$ cat src/rtl/pla_pkg.sv
// Shared types for the programmable PLA engine.
// Term records are sized to the widest supported PLA.
package pla_pkg;

  localparam int PLA_IN_W  = 16;
  localparam int PLA_OUT_W = 64;

  typedef enum logic [1:0] {
    S_IDLE = 2'd0,
    S_EVAL = 2'd1,
    S_DONE = 2'd2
  } pla_state_e;

  typedef struct packed {
    logic                 en;
    logic [PLA_IN_W-1:0]  care;
    logic [PLA_IN_W-1:0]  pol;
    logic [PLA_OUT_W-1:0] or_row;
  } term_t;

endpackage

$ cat src/rtl/pla_term_chunk.sv
// One chunk of AND-plane terms folded through the OR plane.
// Purely combinational; the caller zero-extends narrow fields.
module pla_term_chunk
  import pla_pkg::*;
#(
  parameter int TERMS_PER_CYCLE = 8
) (
  input  term_t [TERMS_PER_CYCLE-1:0] terms,
  input  logic  [PLA_IN_W-1:0]        x,
  output logic  [PLA_OUT_W-1:0]       part
);

  // A term fires when every cared-for input matches its polarity
  always_comb begin
    part = '0;
    for (int t = 0; t < TERMS_PER_CYCLE; t++) begin
      if (terms[t].en &&
          (((x ^ terms[t].pol) & terms[t].care) == '0)) begin
        part = part | terms[t].or_row;
      end
    end
  end

endmodule

$ cat src/rtl/pla_prog_engine.sv
// Programmable PLA: term table plus chunked IDLE/EVAL/DONE evaluator.
// Optional PLA_PROG_READBACK_EN adds a registered term readback port.
module pla_prog_engine
  import pla_pkg::*;
#(
  parameter int NUM_IN          = 8,
  parameter int NUM_OUT         = 38,
  parameter int NUM_TERMS       = 64,
  parameter int TERMS_PER_CYCLE = 8
) (
  input  logic                         clk,
  input  logic                         rst_n,
  input  logic                         prog_valid,
  output logic                         prog_ready,
  input  logic [$clog2(NUM_TERMS)-1:0] prog_idx,
  input  logic                         prog_en,
  input  logic [NUM_IN-1:0]            prog_care,
  input  logic [NUM_IN-1:0]            prog_pol,
  input  logic [NUM_OUT-1:0]           prog_or,
  input  logic                         in_valid,
  output logic                         in_ready,
  input  logic [NUM_IN-1:0]            x,
  output logic                         out_valid,
  input  logic                         out_ready,
  output logic [NUM_OUT-1:0]           z
`ifdef PLA_PROG_READBACK_EN
  ,
  input  logic [$clog2(NUM_TERMS)-1:0] rd_idx,
  output logic                         rd_en,
  output logic [NUM_IN-1:0]            rd_care,
  output logic [NUM_IN-1:0]            rd_pol,
  output logic [NUM_OUT-1:0]           rd_or
`endif
);

  localparam int IW  = $clog2(NUM_TERMS);
  localparam int TPC = TERMS_PER_CYCLE;
  localparam int K   = NUM_TERMS / TPC;
  localparam int CW  = (K > 1) ? $clog2(K) : 1;

  pla_state_e             state;
  logic [NUM_TERMS-1:0]   en_q;
  logic [NUM_IN-1:0]      care_q [NUM_TERMS];
  logic [NUM_IN-1:0]      pol_q  [NUM_TERMS];
  logic [NUM_OUT-1:0]     or_q   [NUM_TERMS];
  logic [NUM_IN-1:0]      x_q;
  logic [PLA_OUT_W-1:0]   acc;
  logic [PLA_OUT_W-1:0]   part;
  logic [NUM_OUT-1:0]     z_q;
  logic [CW-1:0]          cnt;
  logic                   prog_fire;
  term_t [TPC-1:0]        chunk;

  assign prog_ready = (state != S_EVAL);
  assign in_ready   = (state == S_IDLE);
  assign out_valid  = (state == S_DONE);
  assign z          = z_q;
  assign prog_fire  = prog_valid && prog_ready;

  // Enable bits are the only table state that reset must clear
  always_ff @(posedge clk or negedge rst_n) begin
    if (!rst_n) begin
      en_q <= '0;
    end else if (prog_fire) begin
      en_q[prog_idx] <= prog_en;
    end
  end

  // Care/polarity/OR rows are don't-care until enabled
  always_ff @(posedge clk) begin
    if (prog_fire) begin
      care_q[prog_idx] <= prog_care;
      pol_q[prog_idx]  <= prog_pol;
      or_q[prog_idx]   <= prog_or;
    end
  end

  // Gather the chunk selected by the counter into term records
  always_comb begin
    logic [IW-1:0] i_t;
    i_t   = '0;
    chunk = '0;
    for (int t = 0; t < TPC; t++) begin
      i_t                = IW'(int'(cnt) * TPC + t);
      chunk[t].en        = en_q[i_t];
      chunk[t].care      = PLA_IN_W'(care_q[i_t]);
      chunk[t].pol       = PLA_IN_W'(pol_q[i_t]);
      chunk[t].or_row    = PLA_OUT_W'(or_q[i_t]);
    end
  end

  pla_term_chunk #(
    .TERMS_PER_CYCLE(TPC)
  ) u_chunk (
    .terms(chunk),
    .x    (PLA_IN_W'(x_q)),
    .part (part)
  );

  // Evaluator FSM: latch x, sweep K chunks, hold result until taken
  always_ff @(posedge clk or negedge rst_n) begin
    if (!rst_n) begin
      state <= S_IDLE;
      cnt   <= '0;
      acc   <= '0;
      z_q   <= '0;
      x_q   <= '0;
    end else begin
      unique case (state)
        S_IDLE: begin
          if (in_valid) begin
            state <= S_EVAL;
            x_q   <= x;
            acc   <= '0;
            cnt   <= '0;
          end
        end
        S_EVAL: begin
          if (cnt == CW'(K - 1)) begin
            state <= S_DONE;
            z_q   <= NUM_OUT'(acc | part);
            cnt   <= '0;
          end else begin
            acc <= acc | part;
            cnt <= cnt + CW'(1);
          end
        end
        S_DONE: begin
          if (out_ready) begin
            state <= S_IDLE;
          end
        end
        default: state <= S_IDLE;
      endcase
    end
  end

`ifdef PLA_PROG_READBACK_EN
  // Readback of one stored term, one cycle after rd_idx
  always_ff @(posedge clk or negedge rst_n) begin
    if (!rst_n) begin
      rd_en   <= 1'b0;
      rd_care <= '0;
      rd_pol  <= '0;
      rd_or   <= '0;
    end else begin
      rd_en   <= en_q[rd_idx];
      rd_care <= care_q[rd_idx];
      rd_pol  <= pol_q[rd_idx];
      rd_or   <= or_q[rd_idx];
    end
  end
`endif

endmodule

$ cat config.mk
export PLATFORM = sky130hd
export DESIGN_NAME = pla_prog_engine
export DESIGN_NICKNAME = d
export VERILOG_FILES = /design/src/rtl/pla_pkg.sv /design/src/rtl/pla_term_chunk.sv /design/src/rtl/pla_prog_engine.sv
export SDC_FILE = /design/constraint.sdc
export NUM_CORES = 2
export LEC_CHECK = 0
export CORE_ASPECT_RATIO = 0.75
export CORE_MARGIN = 8
export CORE_UTILIZATION = 40
export DETAILED_ROUTE_END_ITERATION = 10
export SYNTH_ARGS = -nofsm -noshare
export SYNTH_HDL_FRONTEND = slang
export SYNTH_SLANG_ARGS = --single-unit
export TNS_END_PERCENT = 20
$ cat constraint.sdc
create_clock -name clk -period 5.5 [get_ports clk]
set_input_delay 1.65 -clock clk [delete_from_list [all_inputs] [get_ports clk]]
set_output_delay 1.65 -clock clk [all_outputs]
set_load 0.01 [all_outputs]
==> summary.md <==
| Metric | Value |
|---|---|
| Clock skew | `between 0.05 and 0.06 ns` |
| Total I/O pin count | `115` |
| Postcts setup bufs | `0` |
| Sw Pwr | `between 20 and 25 mW` |
| Synth-to-layout area growth | `14.4%` |
| First-pass GRT wire length | `between 500 and 600 mm` |
| Post-synth top area share | `74.3%` |
| Synth Area in Simple Gates | `under 10%` |
| Clock slew at reported path FFs | `~0.06 ns` |
| Power density over the cells | `468 nW/µm²` |
| Hold crit path type | `reg -> reg` |
| Final nets | `between 7000 and 8000` |
| Syn. warnings | `0` |
| Worst-Margin Slew | `~1.2 ns` |
| Synth Instances | `7097` |
| Most common cell in the netlist | `edfxtp_1` |
| Residual DRC | `0` |
| Maximum vdd drop | `approximately 0.33 mV` |
| Setup CP Type | `reg -> reg` |
| Register area share after synthesis | `77.1%` |
| Total core area | `349000 µm²` |
| DP HPWL | `between 200 and 250 mm` |
| CTS tree | `built` |
| Yosys reg bits | `around 3600` |
| Area of the die | `368000 µm²` |
| Largest family of logic cells by synthesized area | `multiplexers` |
| Critical Path RT | `roughly 6.3 ns` |
| Setup TNS | `0 ns` |
| Internal power | `51.4 mW` |
| Relative slew slack | `around 18%` |
| Yosys top cell by area | `edfxtp_1` |
| CP endpoint kind | `flop` |
| Sink Count | `roughly 3600` |
| Initial drt markers | `just over 10000` |
| Initial antenna violation count | `18` |
| Lkg Pwr | `between 50 and 60 nW` |
| Chip Height | `528 µm` |
| CP max FO | `25` |
| Fmax | `0.211 GHz` |
| Worst setup margin | `roughly 0.75 ns` |
| Initial cell density of the core | `40.0%` |
| 1st-pass router iterations | `8` |
| Max clock buf depth | `4` |
| Post-synthesis adder-cell area fraction | `less than 1%` |
| Cell Area, Synth | `roughly 140000 µm²` |
| Final Hold Viols | `0` |
| Unique masters post-synth | `between 70 and 80` |
| Period minus WS final | `4.75 ns` |
| Hold Buf Count CTS | `0` |
| Mapped Avg Cell Area | `19.7 µm²` |
| Async set-or-reset flop fraction in the synthesized netlist | `4.24%` |
| Final Max Slew Viols | `0` |
| Cts repair resizes | `0` |
| Period utilization | `86.3%` |
| Vias | `73100` |
| Synth top area cells | `edfxtp_1 74%, mux4_2 10%, dfrtp_1 2.7%` |
| Layout cell share with drive strength beyond 1 | `~22%` |
| GRT Overall Usage | `around a fifth` |
| Final core area utilization | `roughly 46%` |
| Routed wire length | `just over 400 mm` |
| Worst-Skew Late Latency | `between 0.9 and 1 ns` |
| Arrival time at the worst endpoint | `approximately 5.5 ns` |
| Prevailing post-synth register cell | `edfxtp_1` |
| Pre-CTS WS | `around 0.8 ns` |
| DIE WIDTH | `698 µm` |
| Final ANT Viol Nets | `0` |
| MaxCap Viol Count | `0` |
| Largest net degree at the start of global routing | `124` |
| Sw frac | `between 30 and 40%` |
| RePlAce Congestion | `approximately 0.85` |
| Rows | `about 190` |
| Xor/xnor share of the synthesized area | `2.82%` |
| WL/cell | `about 32 µm` |
| CTS H-tree lvls | `5` |
| Synth top cells by count | `3456 x edfxtp_1, 919 x nand2_1, 629 x mux4_2` |
| Sequential power share | `between 40% and 50%` |
| Outcome | `finished clean` |
| Total gr overflow | `0` |
| Mux contribution to synthesized area | `11.6%` |
| EDFF count, synth | `roughly 3500` |
| CP startpoint kind | `flop` |
| Compound-Gate Fraction of Synth Area | `3.24%` |
| RSZ-0062 raised after global routing | `false` |
| Num CTS Buffers | `~340` |
| Clock share of power | `roughly a third` |
| Root buf cell | `clkbuf_16` |
| Total power | `approximately 75 mW` |
| Vias per cell | `a little under 6` |
| Port bufs | `around 110` |
| Setup violators final | `0` |
| Post-Synthesis Net Count | `~7000` |
| Number of global-route vias before repair | `about 72000` |
| Gate power share | `26.3%` |
## layout by cell type, fill, tap and decap left out, types with 23 or more instances in the layout
cell type        count
edfxtp_1          3456
nand2_1            915
mux4_2             629
xor2_1             416
clkbuf_16          342
buf_4              254
a21oi_1            151
dfrtp_1            142
mux2_2             118
a221oi_1           118
buf_12             110
nand3_1            108
clkinv_1            73
a22oi_1             69
nor2_4              64
mux2i_1             64
clkinv_2            62
clkdlybuf4s50_1     58
clkbuf_1            57
nor2_1              55
buf_2               53
a22o_1              34
xnor2_1             33
bufinv_16           32
a21boi_0            26
o21ai_0             23
## registers in the layout, summed over array words and instances (netlist names)
signal  flops
or_q     2432
pol_q     512
cnt         3
z          38
acc        38
care_q    512
en_q       64
x_q         8
state       2
## metrics by stage
stage | cells | hold WS [ns] | area, µm²
3_3_place_gp | 11900 | 0.484 | 149000
3_5_place_dp | 11900 | 0.490 | 149000
6_report | 12500 | 0.505 | 160000
2_1_floorplan | 7097 | 0.472 | 140000
5_1_grt | 12500 | 0.517 | 160000
4_1_cts | 12500 | 0.505 | 160000
## logic make-up after synthesis
logic type | after synthesis
mux | 814
fa+ha+maj | 2
simple gates | 1231
xor+xnor | 449
flops | 3609
compound gates | 611
buf+inv | 381
## final timing paths
| kind | slack [ns] | cells after the start | from | end |
|---|---|---|---|---|
| worst max-delay path | 0.75 | 13 | x_q[7]$_DFFE_PN0P_ | acc[22]$_DFFE_PN0P_ |
| worst min-delay path | 0.51 | 1 | z[17]$_DFFE_PN0P_ | z[17]$_DFFE_PN0P_ |
| worst max register to register | 0.75 | 13 | x_q[7]$_DFFE_PN0P_ | acc[22]$_DFFE_PN0P_ |
| worst min register to register | 0.51 | 1 | z[17]$_DFFE_PN0P_ | z[17]$_DFFE_PN0P_ |
| max in group asynchronous | 3.46 | 2 | rst_n | cnt[0]$_DFFE_PN0P_ |
| min in group asynchronous | 0.85 | 1 | rst_n | z[18]$_DFFE_PN0P_ |
## per-layer routing
| layer | track usage, % | part of all wire [%] | vias up |
|---|---|---|---|
| li1 | - | - | 29300 |
| met1 | 32.3 | 43 | 39400 |
| met2 | 32.3 | 45 | 3923 |
| met3 | 3.39 | 9.4 | 560 |
| met4 | 5.66 | 2.8 | 0 |
| met5 | 0 | 0 | - |
## power groups by stage
stage                     combinational (mW)  sequential (mW)  clock, mW
after CTS                               19.7             31.7       23.8
after detailed placement                19.6             32.2          0
after floorplan                         13.0             31.4          0
after global placement                  19.5             32.2          0
final                                   19.6             31.7       23.4
after global routing                    20.7             31.7       24.8
## area by class of cell
| class | instances | area (µm²) |
|---|---|---|
| inverters | 12 | 52.6 |
| clock buffers | 410 | 8920 |
| diodes | 3 | 7.51 |
| fillers | 29100 | 189000 |
| repair buffers | 476 | 4970 |
| flip-flops and latches | 3609 | 108000 |
| multi-input cells | 3107 | 30300 |
| well taps | 4655 | 5820 |
| clock inverters | 203 | 2010 |
## worst max-delay path, cell delays in order, from the launching register on
cell and delay [ns]:
dfrtp_4 0.82, buf_4 0.39, xor2_1 0.11, a22oi_1 0.36, a21oi_1 0.14, nor3_1 0.98, buf_4 0.24, nand3_1 0.09
buf_4 0.23, a21oi_4 0.30, buf_4 0.26, a22oi_1 0.25, nand3_1 0.19, a21boi_0 0.20
Note: power is estimated with default switching activity, not from simulation.
